--- src/rtl/seq_divider.sv ---
// Radix-2 restoring divider, signed/unsigned, one quotient bit per cycle.
// A request takes WIDTH DIV cycles plus one FIX cycle; done pulses in the
// cycle after FIX. Results hold until the next operation's FIX.
module seq_divider #(
  parameter int WIDTH = 64
) (
  input  logic             clk,
  input  logic             reset,
  input  logic             start,
  input  logic             is_signed,
  input  logic [WIDTH-1:0] a,
  input  logic [WIDTH-1:0] b,
  output logic             busy,
  output logic             done,
  output logic [WIDTH-1:0] q,
  output logic [WIDTH-1:0] r,
  output logic             div_by_zero
);

  localparam int CW = (WIDTH > 1) ? $clog2(WIDTH) : 1;
  localparam logic [WIDTH-1:0] MOST_NEG = {1'b1, {(WIDTH-1){1'b0}}};

  typedef enum logic [1:0] {IDLE, DIV, FIX, DONE} state_t;

  state_t           state;
  logic [CW-1:0]    cnt;
  logic [WIDTH-1:0] a_q;      // original dividend, returned as r on divide by zero
  logic [WIDTH-1:0] mag_b;
  logic [WIDTH-1:0] quo;      // dividend magnitude shifts out MSB first, quotient shifts in
  logic [WIDTH-1:0] rem;
  logic             bz, ovf, neg_q, neg_r;

  logic [WIDTH-1:0] mag_a_in, mag_b_in;
  logic [WIDTH:0]   rem_shift, sub;

  // Operand magnitudes at capture and the trial subtraction of one iteration.
  // The most-negative value negates to itself, which read as unsigned is
  // exactly 2^(WIDTH-1), so no magnitude is lost.
  always_comb begin
    mag_a_in  = (is_signed && a[WIDTH-1]) ? -a : a;
    mag_b_in  = (is_signed && b[WIDTH-1]) ? -b : b;
    rem_shift = {rem, quo[WIDTH-1]};
    // With rem < mag_b, rem_shift < 2*mag_b, so sub[WIDTH] is set exactly
    // when the trial subtraction goes negative (restore).
    sub       = rem_shift - {1'b0, mag_b};
  end

  assign busy = (state != IDLE);

  // Control FSM and datapath registers.
  always_ff @(posedge clk) begin
    if (reset) begin
      state       <= IDLE;
      cnt         <= '0;
      done        <= 1'b0;
      q           <= '0;
      r           <= '0;
      div_by_zero <= 1'b0;
      a_q         <= '0;
      mag_b       <= '0;
      quo         <= '0;
      rem         <= '0;
      bz          <= 1'b0;
      ovf         <= 1'b0;
      neg_q       <= 1'b0;
      neg_r       <= 1'b0;
    end else begin
      case (state)
        IDLE: begin
          done <= 1'b0;
          if (start) begin
            a_q   <= a;
            mag_b <= mag_b_in;
            quo   <= mag_a_in;
            rem   <= '0;
            bz    <= (b == '0);
            ovf   <= is_signed && (a == MOST_NEG) && (b == '1);
            neg_q <= is_signed && (a[WIDTH-1] ^ b[WIDTH-1]);
            neg_r <= is_signed && a[WIDTH-1];
            cnt   <= CW'(WIDTH - 1);
            state <= DIV;
          end
        end
        DIV: begin
          rem <= sub[WIDTH] ? rem_shift[WIDTH-1:0] : sub[WIDTH-1:0];
          quo <= {quo[WIDTH-2:0], ~sub[WIDTH]};
          if (cnt == '0) state <= FIX;
          else           cnt   <= cnt - 1'b1;
        end
        FIX: begin
          if (bz) begin
            q           <= '1;
            r           <= a_q;
            div_by_zero <= 1'b1;
          end else if (ovf) begin
            q           <= a_q;
            r           <= '0;
            div_by_zero <= 1'b0;
          end else begin
            q           <= neg_q ? -quo : quo;
            r           <= neg_r ? -rem : rem;
            div_by_zero <= 1'b0;
          end
          done  <= 1'b1;
          state <= DONE;
        end
        DONE: begin
          // start is deliberately not looked at here
          done  <= 1'b0;
          state <= IDLE;
        end
        default: state <= IDLE;
      endcase
    end
  end

endmodule

--- config.mk ---
export PLATFORM = sky130hd
export DESIGN_NAME = seq_divider
export DESIGN_NICKNAME = d
export VERILOG_FILES = /design/src/rtl/seq_divider.sv
export SDC_FILE = /design/constraint.sdc
export NUM_CORES = 1
export LEC_CHECK = 0
export ABC_CLOCK_PERIOD_IN_PS = 9600
export CAP_MARGIN = 10
export CORE_ASPECT_RATIO = 0.8
export CORE_MARGIN = 1.5
export CORE_UTILIZATION = 30
export DETAILED_ROUTE_END_ITERATION = 6
export HOLD_SLACK_MARGIN = 0.06
export SLEW_MARGIN = 20
export SYNTH_ARGS = -nofsm -noshare
export SYNTH_HDL_FRONTEND = slang
export SYNTH_SLANG_ARGS = --single-unit
--- constraint.sdc ---
create_clock -name clk -period 9.6 [get_ports clk]
set_input_delay 1.92 -clock clk [delete_from_list [all_inputs] [get_ports clk]]
set_output_delay 1.92 -clock clk [all_outputs]
set_load 0.03 [all_outputs]
[Word-level counts from Yosys, hierarchy flattened]
Index checks and enable logic that the tools add are counted.
Storage, ports and cells
  flip-flop bits (word level): 398
  bits of input ports: 132
  logic and storage cells: 67
  output and inout port bits: 131
Cells by class
  mux-type cells: 21
  equality and inequality tests: 8
  bitwise operators: 2
  reductions and logical operators: 16
  add/sub/neg operators: 6
Operators with widths (count)
  64-bit two-way mux: 11
  64-bit negator: 4
  64-bit one-hot mux with 2 select lines: 2
  64-bit == test (second input constant): 2
  65-bit by 64-bit subtractor with 65-bit output: 1
  64-bit zero test: 1
  6-bit two-way mux: 2
  6-bit one-hot mux with 2 select lines: 1
  2-bit one-hot mux with 4 select lines: 1
  6-bit zero test: 1
  2-bit inequality test (second input constant): 3
  2-bit AND reduction: 3
  2-bit nonzero test: 3
  6-bit by 1-bit subtractor with 6-bit output (second input constant): 1
  1-bit logical AND: 5
  2-bit == test (second input constant): 2
  2-bit two-way mux: 2
  3-bit AND reduction: 1
  2-bit by 1-bit == test with 1-bit output (second input constant): 1
  2-bit zero test: 1
  1-bit one-hot mux with 2 select lines: 1
  2-bit OR reduction: 1
  1-bit two-way mux: 1
  1-bit NOT: 1
  1-bit XOR: 1

[Depth between registers and ports, before layout]
  word-level depth: 4
  depth in mapped cells: 15
  depth with buffers taken out: 13

[Least setup slack after synthesis]
Ideal clock, no wire load.
  kind: input port to flip-flop
  from: in a[12]
  to: reg quo[54]
  data arrival time: 4.701 ns
  stages on the path: 11
  slack: 4.766 ns
  library setup time: 0.132 ns
  data required time: 9.468 ns
  cells stage by stage: or4_1 nor4_1 and4_1 nand4_1 or4_1 clkbuf_1 o31ai_1 xor2_1 nand2_1 o211ai_1 a21oi_1
On the way
  word-level cells in the longest chain between the ends: 4
Ends and longest elaborated chain
  start, declared: line 11  | input logic [WIDTH-1:0] a,
  64-bit negator: line 40  | mag_a_in = (is_signed && a[WIDTH-1]) ? -a : a;
  64-bit two-way mux: line 40
  64-bit two-way mux: line 71  | if (start) begin
  64-bit one-hot mux with 2 select lines: line 68  | case (state)
  end signal, assigned: line 74  | quo <= mag_a_in;
  end signal, assigned: line 86  | quo <= {quo[WIDTH-2:0], ~sub[WIDTH]};
  end, declared: line 29  | logic [WIDTH-1:0] quo;
Every way passes these cells. The select of a mux whose other input is x is not followed.
A chain may end at the register's enable or synchronous reset.

[Worst setup path after layout]
Ends and elaborated chain as after synthesis.

==> results.cfg <==
[cts]
cts_buffers = 45
cts-htree-levels = 2
cts_root_buf = clkbuf_16
post_cts_buffers = 0
clkSlewWorstSetupHoldPaths_ns = 0.06
cts-resized-gates = 0
ctsLongestPathBuffers = 3
cts.sinks = 398
cts_tree = done
ctsHoldBuffers = 0
clkLatencyLatePin_ns = 0.61

[min_path]
hold_path.class = reg2reg
whs_path_depth = 2

[global_routing]
grt_start_max_net_pins = 141
grt_pass1_wl_um = 135000
antenna_found_initial = 1
grt_pass1_vias = 21300
track_usage_pct = 20.7
gr-total-overflow = 0

[sta]
finalHoldViolations = 0
fin_setup_tns_ns = 0
worst_pin_slew_ns = 1.05
rsz0062_at_grt = no
fmaxAchievable_mhz = 175
fin_worst_skew_ns = 0.0273
fin_crit_sh_pct = 59.5
fin_crit_ns = 5.71
max_slew_margin_pct = 30.0
setup_violations = 0
slew_viol_final = 0

[critical_path]
crit_fanout = 7
ff2ff_path_depth = 13
start_kind = input port
critical_path_class = in2reg
worstPathArrival_ns = 6.16
endpoint_kind = flip-flop
cp_data_required_time_ns = 10.05

[run_status]
status = complete, no violations

[power_and_ir_drop]
p_leak_nw = 10.5
p_sw_w = 0.00475
pwr-share-clk_pct = 18.7
ir_drop_mv = 0.314
p_seq_share_pct = 26.6
pwr-share-comb_pct = 54.7
fin_total_pwr_w = 0.00981
pwr_density_cell_mw_per_mm2 = 334
p_int_w = 0.00506
switching_share_pct = 48.4

[synthesis]
dominantRegCellSynth = dfxtp_1
ys_warn_count = 0
postSynthCellCount = 3172
synth_mux_area_share_pct = 1.52
synth-simple-area-share_pct = 19.7
syn_area_mm2 = 0.0243
ys_async_sr_fraction_pct = 0
synth_edf_count = 0
synth_top_family_by_area = compound AO/OA/AOI/OAI gates
synth_cell_types = 70
ys_seq_area_share_pct = 32.7
synth_xor_area_share_pct = 11.0
synthAdderAreaFrac_pct = 3.99
synth_area_leader_cell = dfxtp_1
syn_avg_cell_area_um2 = 7.68
yosys-top-cells-area = dfxtp_1, nand2_1, xnor2_1, a21oi_1, nor2_1
synth_compound_area_share_pct = 26.2
synth_top_area_share_pct = 32.7
synth_nets = 3381
synth-seq-cells = 398

[placement]
place_congestion = 0.911
dp_hpwl_um = 65300
port_buffers = 262

[drt]
drtPass1Iterations = 7
drt-initial-drc-count = 2576
detail-route-antenna-nets = 0
vias = 24000
wl_per_cell_um = 20.0
wirelength_um = 88400
vias_per_cell = 5.42
drc_errors = 0

[die]
dieArea_mm2 = 0.0829
dieWidth_um = 322
core_mm2 = 0.0804
initial_core_util_pct = 30.3
num_io_pins = 263
rows = 93
fp.dieH_um = 258

[cells_and_area]
layout-drive-gt1-share_pct = 4.65
syn2layout_area_growth_pct = 20.5
final_common_cell = nand2_1
final_net_count = 3504
final_cell_mix = nand2_1, dfxtp_1, nor2_1, a21oi_1, clkdlybuf4s50_1

[flow_run]
maxCapViolations = 0
flip-flops by register name, indices dropped and copies added, names as in the netlist:
name         count
a_q             64
mag_b           64
q               64
quo             64
r               64
rem             64
cnt              6
state            2
bz               1
div_by_zero      1
done             1
neg_q            1
neg_r            1
ovf              1
final timing paths:
kind                                from                      to  slack [ns]
setup reg to reg    quo[63]$_SDFFE_PP0P_    rem[56]$_SDFFE_PP0P_        4.22
hold / removal    mag_b[61]$_SDFFE_PP0P_  mag_b[61]$_SDFFE_PP0P_        0.46
setup / recovery                   a[12]    quo[54]$_SDFFE_PP0P_        3.89
hold reg to reg   mag_b[61]$_SDFFE_PP0P_  mag_b[61]$_SDFFE_PP0P_        0.46
layout make-up:
type                       instances  area [um^2]
tap                             1092         1370
clock buffer                      60         1290
sequential                       398         7970
clock inverter                    22          263
timing repair buffer             287         2820
inverter                         102          383
antenna                            2         5.00
fill                            8385        51100
multi-input combinational       2461        15300
metal layers:
layer	global-route usage [%]	wire (um)	part of all wire (%)
met2	28.0	34600	39
met4	4.65	1780	2.0
met3	3.60	7320	8.3
met1	32.9	44700	51
met5	0	11	0.012
critical path: stages:
cell	delay [ns]
clkdlybuf4s50_1	0.53
or4_1	0.65
nor4_1	0.78
and4_1	0.41
nand4_1	0.30
or4_1	0.77
o31ai_1	0.33
xor2_1	0.17
nand2_1	0.07
o211ai_1	0.12
a21oi_1	0.10
cell families (layout without fill, tap and decap cells):
| logic type | count (synthesis) | count (layout) |
|---|---|---|
| compound gates | 971 | 971 |
| xor+xnor | 306 | 306 |
| fa+ha+maj | 77 | 77 |
| buf+inv | 313 | 471 |
| flops | 398 | 398 |
| mux | 36 | 36 |
| other cells | 0 | 2 |
| simple gates | 1071 | 1071 |
metrics by stage:
step                      instances  hold slack (ns)  setup WS (ns)  utilization (%)  instance area [um^2]
after floorplan                3172            0.425           4.77                -                 24300
after global placement         4340            0.443           3.36             34.6                 27800
after detailed placement       4340            0.449           3.35             34.6                 27800
after CTS                      4422            0.463           3.98             36.5                 29300
after global routing           4422            0.495           3.72             36.5                 29300
final                          4424            0.456           3.89             36.5                 29300
Yosys cell counts (4+ instances only):
master / n
a221oi_1: 6
a311oi_1: 11
a21boi_0: 4
a22oi_1: 26
a31oi_1: 14
xor2_1: 137
a222oi_1: 56
buf_1: 9
a21o_1: 38
or4_1: 31
mux2_2: 7
xnor2_1: 169
clkbuf_1: 197
inv_1: 102
o21bai_1: 11
or4_4: 10
nand2_1: 420
o21a_1: 9
and3_1: 6
or2_2: 7
dfxtp_1: 398
nor4_1: 25
mux2i_1: 29
and2_1: 8
nor2_1: 357
nand2b_1: 14
o211ai_1: 34
nor3_1: 51
and4_1: 4
nand3_1: 31
nand4_1: 36
nor3b_1: 6
a211oi_1: 91
o22ai_1: 15
ha_1: 76
a21oi_1: 268
o31ai_1: 76
o41ai_1: 32
a32oi_1: 6
nor2b_1: 15
or3_1: 40
a2111oi_0: 32
o21ai_0: 217
power groups by stage:
stage	registers, W	clock network (W)	logic (W)
2_1_floorplan	0.00265	0	0.00372
3_3_place_gp	0.00262	0	0.00527
3_5_place_dp	0.00263	0	0.00528
4_1_cts	0.00259	0.00187	0.00531
5_1_grt	0.00266	0.00195	0.00591
6_report	0.00261	0.00184	0.00536
Power figures use the tool's default switching activity.
